## src/rtl/nbit_piso_serializer.sv

```systemverilog
// Parallel-in, serial-out shifter: accepts an N-bit word on a load handshake
// and emits it one bit per accepted serial beat, LSB or MSB first.
module nbit_piso_serializer #(
  parameter int N         = 8,
  parameter bit LSB_FIRST = 1'b1
) (
  input  logic         clk,
  input  logic         rst_n,
  input  logic [N-1:0] din,
  input  logic         load_valid,
  output logic         load_ready,
  output logic         ser_out,
  output logic         ser_valid,
  input  logic         ser_ready,
  output logic         last,
  output logic         busy
);

  // Handshakes: a transfer happens on any cycle where valid & ready are both
  // high; the sender holds its payload stable while valid=1 and ready=0.
  // The load side may complete on the same cycle as the final serial beat.

  localparam int CW = $clog2(N);
  localparam logic [CW-1:0] CNT_LAST = CW'(N - 1);

  typedef enum logic {
    IDLE  = 1'b0,
    SHIFT = 1'b1
  } state_t;

  state_t        state_q, state_d;
  logic [N-1:0]  shreg_q, shreg_d;
  logic [CW-1:0] cnt_q, cnt_d;

  logic at_last;
  logic beat;

  always_comb begin
    state_d    = state_q;
    shreg_d    = shreg_q;
    cnt_d      = cnt_q;
    at_last    = (state_q == SHIFT) && (cnt_q == CNT_LAST);
    beat       = (state_q == SHIFT) && ser_ready;
    load_ready = (state_q == IDLE) || (at_last && ser_ready);
    ser_valid  = (state_q == SHIFT);
    busy       = (state_q == SHIFT);
    last       = at_last;
    ser_out    = 1'b0;
    if (state_q == SHIFT) begin
      ser_out = LSB_FIRST ? shreg_q[0] : shreg_q[N-1];
    end

    case (state_q)
      IDLE: begin
        if (load_valid) begin
          shreg_d = din;
          cnt_d   = '0;
          state_d = SHIFT;
        end
      end
      SHIFT: begin
        if (beat) begin
          if (LSB_FIRST) begin
            shreg_d = {1'b0, shreg_q[N-1:1]};
          end else begin
            shreg_d = {shreg_q[N-2:0], 1'b0};
          end
          cnt_d = cnt_q + CW'(1);
          // Final beat: either chain straight into the next word or drain.
          if (at_last) begin
            cnt_d = '0;
            if (load_valid) begin
              shreg_d = din;
            end else begin
              state_d = IDLE;
            end
          end
        end
      end
      default: state_d = IDLE;
    endcase
  end

  always_ff @(posedge clk or negedge rst_n) begin
    if (!rst_n) begin
      state_q <= IDLE;
      shreg_q <= '0;
      cnt_q   <= '0;
    end else begin
      state_q <= state_d;
      shreg_q <= shreg_d;
      cnt_q   <= cnt_d;
    end
  end

endmodule

```

## config.mk

```make
export PLATFORM = sky130hd
export DESIGN_NAME = nbit_piso_serializer
export DESIGN_NICKNAME = d
export VERILOG_FILES = /design/src/rtl/nbit_piso_serializer.sv
export SDC_FILE = /design/constraint.sdc
export NUM_CORES = 1
export LEC_CHECK = 0
export CAP_MARGIN = 20
export CELL_PAD_IN_SITES_DETAIL_PLACEMENT = 1
export CELL_PAD_IN_SITES_GLOBAL_PLACEMENT = 2
export CORE_MARGIN = 5
export CORE_UTILIZATION = 26
export CTS_BUF_LIST = sky130_fd_sc_hd__clkbuf_4
export DETAILED_ROUTE_END_ITERATION = 7
export GPL_TIMING_DRIVEN = 0
export PLACE_DENSITY = 0.84
export SKIP_CTS_REPAIR_TIMING = 1
export SYNTH_ARGS = -nofsm -noshare
export SYNTH_HDL_FRONTEND = slang
export SYNTH_SLANG_ARGS = --single-unit
```

## constraint.sdc

```tcl
create_clock -name clk -period 1.6 [get_ports clk]
set_clock_uncertainty 0.2 [all_clocks]
set_input_delay 0.48 -clock clk [delete_from_list [all_inputs] [get_ports clk]]
set_output_delay 0.48 -clock clk [all_outputs]
set_load 0.01 [all_outputs]
```

=== Word level (Yosys, flattened, before mapping) ===
Cells that the tools add are included.

* Reductions and logical operators: 5
* Multiplexer cells: 14
* Bitwise logic cells: 1
* $add $sub $neg: 1
* Eq/ne operators: 3

{| class="wikitable"
|+ Operator list
! operator !! number
|-
| 8-bit two-way mux || 4
|-
| 8-bit one-hot mux with 2 select lines || 1
|-
| 3-bit two-way mux || 3
|-
| 3-bit one-hot mux with 2 select lines || 1
|-
| 1-bit two-way mux || 4
|-
| 3-bit by 1-bit adder with 3-bit output, second input constant || 1
|-
| 3-bit == test, second input constant || 1
|-
| 1-bit logical AND || 3
|-
| 2-bit by 1-bit inequality test with 1-bit output, second input constant || 1
|-
| 2-bit inequality test, second input constant || 1
|-
| 1-bit one-hot mux with 2 select lines || 1
|-
| 2-bit AND reduction || 1
|-
| 1-bit logical OR || 1
|-
| 1-bit inverter || 1
|}

* Input port bits: 12
* Register bits: 12
* Word-level logic and storage cells: 27

=== Longest topological paths before layout ===
* Depth in word-level cells: 5
* Gate-level depth with buffers: 6
* Mapped depth without buffers: 5

=== Least setup slack after synthesis ===
Ideal clock, no wire load.

* Path type: register -> output
* Start point: reg cnt_q[0]
* End point: out last
* Path buffers: 0
* Setup slack: -0.072 ns
* Stages on the path, launching flop included: 4
* Data arrival time: 0.992 ns
* Cell sequence: dfrtp_1 > ha_1 > ha_1 > and2_1

* Cells in the longest elaborated chain, start to end: 2

{| class="wikitable"
|+ Ends and longest elaborated chain
! item !! RTL line !! source
|-
| start, declared || 33 || <nowiki>logic [CW-1:0] cnt_q, cnt_d;</nowiki>
|-
| start signal, assigned || 92 || <nowiki>cnt_q <= cnt_d;</nowiki>
|-
| 3-bit == test || 42 || <nowiki>at_last = (state_q == SHIFT) && (cnt_q == CNT_LAST);</nowiki>
|-
| 1-bit logical AND || 42 ||
|-
| end, declared || 15 || <nowiki>output logic last,</nowiki>
|}

Every way passes these cells.

=== Final worst setup path ===
Same ends and word-level chain as after synthesis.

==> flow_metrics.py <==
metrics = {
    "final_layout": {
        "num-nets-final": 114,
        "drive_above_1_share_pct": 36.36,
        "area_delta_synth_final_pct": 63.95,
        "diodes": 0,
    },
    "clock_tree": {
        "clock_sinks": 12,
        "cts_htree_levels": 1,
        "cts_tree": "yes",
        "cts_buffers": 3,
        "clk_latency_ns": 0.29,
        "clock-root-buffer": "clkbuf_4",
        "path_clk_slew_ns": 0.09,
        "clockBufferDepth": 2,
    },
    "floorplanning": {
        "core_region_area_um2": 2432,
        "rows": 18,
        "initial_core_util_pct": 26.54,
        "ios": 17,
        "dieArea_um2": 3580,
        "dieWidth_um": 59.83,
        "die_h_um": 59.83,
    },
    "timing": {
        "clock.fmax_mhz": 499.6,
        "fin_crit_ns": 2.002,
        "maxSlewViolCount": 0,
        "period_share_pct": 125.1,
        "hold_viol": 0,
        "hold_ws_ns": 0.3487,
        "rsz0062_at_grt": "true",
        "fin_ws_ns": -0.4018,
        "relSlewSlack_pct": 61.80,
        "setup_violations": 12,
        "worst_pin_slew_ns": 0.5712,
    },
    "routing": {
        "drc": 0,
        "vias": 598,
        "viasPerCell": 4.636,
        "detail_route.first_pass.iterations": 2,
        "drtIter0Drc": 8,
        "final_antenna_net_count": 0,
        "wire_per_inst_um": 13.86,
        "routed_wl_um": 1788,
    },
    "synth": {
        "yosysMostFrequentCell": "nand2_1",
        "synth-main-ff-cell": "dfrtp_1",
        "ys_seq_elements": 12,
        "yosys-top-cells-area": "dfrtp_1 47%, nand2_1 9.3%, a31oi_1 5.8%, a22o_1 5.4%, nor2_1 4.1%",
        "synth_edf_count": 0,
        "synth.top_cell.area_share_pct": 46.51,
        "synthCells": 68,
        "synth_commonest_cells": "16 x nand2_1, 12 x dfrtp_1, 7 x nor2_1",
        "yosysSeqAreaShare_pct": 46.51,
        "synthesis.area_um2": 645.6,
        "syn_nets": 82,
        "ys_async_sr_fraction_pct": 100.0,
        "postSynthAreaPerCell_um2": 9.494,
        "yosysWarnings": 0,
        "yosysTopAreaCell": "dfrtp_1",
        "synth_cell_types": 23,
    },
    "critical_path": {
        "crit_arrival_ns": 1.32,
        "worstPathRequired_ns": 0.92,
        "worst_setup_path_start_kind": "flip-flop",
        "end_kind": "primary output",
        "critPathMaxFanout": 6,
        "path_class": "flip-flop to primary output",
    },
    "grt": {
        "grt_use_total_pct": 10.44,
        "grt_pass1_wl_um": 2615,
        "grt_remaining_overflow": 0,
        "grt_max_degree": 13,
        "antenna_found_initial": 0,
        "grt_pass1_vias": 598,
    },
    "power": {
        "p_int_w": 0.0008306,
        "seq_power_share_pct": 38.6,
        "switching_share_pct": 32.96,
        "clock_power_share_pct": 17.0,
        "power_w": 0.001239,
        "leakagePower_nw": 0.4961,
        "switching_power_w": 0.0004083,
        "combinationalPowerShare_pct": 44.4,
        "power_density_nw_per_um2": 1170,
        "peakVddDrop_uv": 602.7,
    },
    "placed_design": {
        "gp_congestion": 0.6792,
        "hpwl_um": 1149,
        "numPortBuffers": 16,
        "dp_slack_ns": -0.7776,
    },
    "status": {
        "status": "finished, violations left",
        "failed_checks": "negative setup slack",
    },
    "min_path": {
        "hold_class": "input port to async pin",
    },
    "flow_run": {
        "cap_violations": 0,
    },
}
-- worst max-delay path: stages (launching register included) --
cell and delay [ns]:
dfrtp_1 0.41, ha_2 0.20, ha_4 0.18, and2_4 0.13, buf_6 0.11
-- through the flow --
stage               cell area, µm²  std cells  TNS (ns)  utilization (%)
floorplan                    665.6         68         0                -
global placement             863.3        114    -4.888            35.49
detailed placement           863.3        114    -5.110            35.49
CTS                          889.6        118    -3.575            36.57
global route                  1059        129    -2.987            43.52
finish                        1059        129    -2.258            43.52
-- final timing paths --
path,startpoint,to,slack [ns],cells past startpoint
worst min-delay path,rst_n,shreg_q[2]$_DFFE_PN0P_,0.35,1
max in group asynchronous,rst_n,cnt_q[0]$_DFFE_PN0P_,0.47,1
worst max register to register,cnt_q[0]$_DFFE_PN0P_,shreg_q[6]$_DFFE_PN0P_,-0.22,8
worst max-delay path,cnt_q[0]$_DFFE_PN0P_,last,-0.40,4
worst min register to register,shreg_q[4]$_DFFE_PN0P_,shreg_q[3]$_DFFE_PN0P_,0.35,2
min in group clk,shreg_q[4]$_DFFE_PN0P_,shreg_q[3]$_DFFE_PN0P_,0.35,2
-- power groups by stage --
stage               sequential, W  combinational (W)  clock, W
finish                   0.000478           0.000550  0.000211
floorplan                0.000468           0.000286         0
CTS                      0.000480           0.000431  0.000212
global route             0.000494           0.000611  0.000230
global placement         0.000478           0.000409         0
detailed placement       0.000486           0.000429         0
-- state kept, by name, summed over array words and instances, names as in the netlist --
register	cells
busy	1
shreg_q	8
cnt_q	3
-- cells by family after synthesis --
family	Yosys count	synth area share, %
mux	2	3.875
buf+inv	6	6.589
flops	12	46.51
compound gates	15	18.02
fa+ha+maj	2	3.875
simple gates	31	21.13
-- layout by cell type, fill, tap and decap left out, types with 2 or more instances in the layout --
cell type        netlist  layout
dfrtp_1               12      12
clkbuf_4               0       3
nand2_1               16      13
and2_4                 0       2
buf_6                  2       9
inv_1                  2       2
a31oi_1                6       6
a22o_1                 4       4
nand2b_1               2       2
nand2_2                0       3
clkdlybuf4s50_1        0       9
buf_8                  0       2
buf_4                  1       7
dlymetal6s2s_1         0       2
nor2_1                 7       7
-- final cells by class --
cell class	count	area [µm²]
multi-input cells	50	342.8
repair buffers	28	310.3
flip-flops and latches	12	300.3
inverters	2	7.507
plain buffers	3	33.78
clock inverters	1	3.754
fillers	287	1374
well taps	30	37.54
clock buffers	3	22.52
-- routing by layer --
layer | GRT usage (%) | part of all wire (%) | wire, µm | vias to the layer above
met5 | 0 | 0 | 0 | -
met4 | 10.44 | 4.4 | 78 | 0
met3 | 1.296 | 3.7 | 66 | 5
met2 | 16.67 | 49 | 872 | 13
met1 | 11.56 | 43 | 770 | 288
li1 | - | - | - | 292
Power figures use the tool's default switching activity.
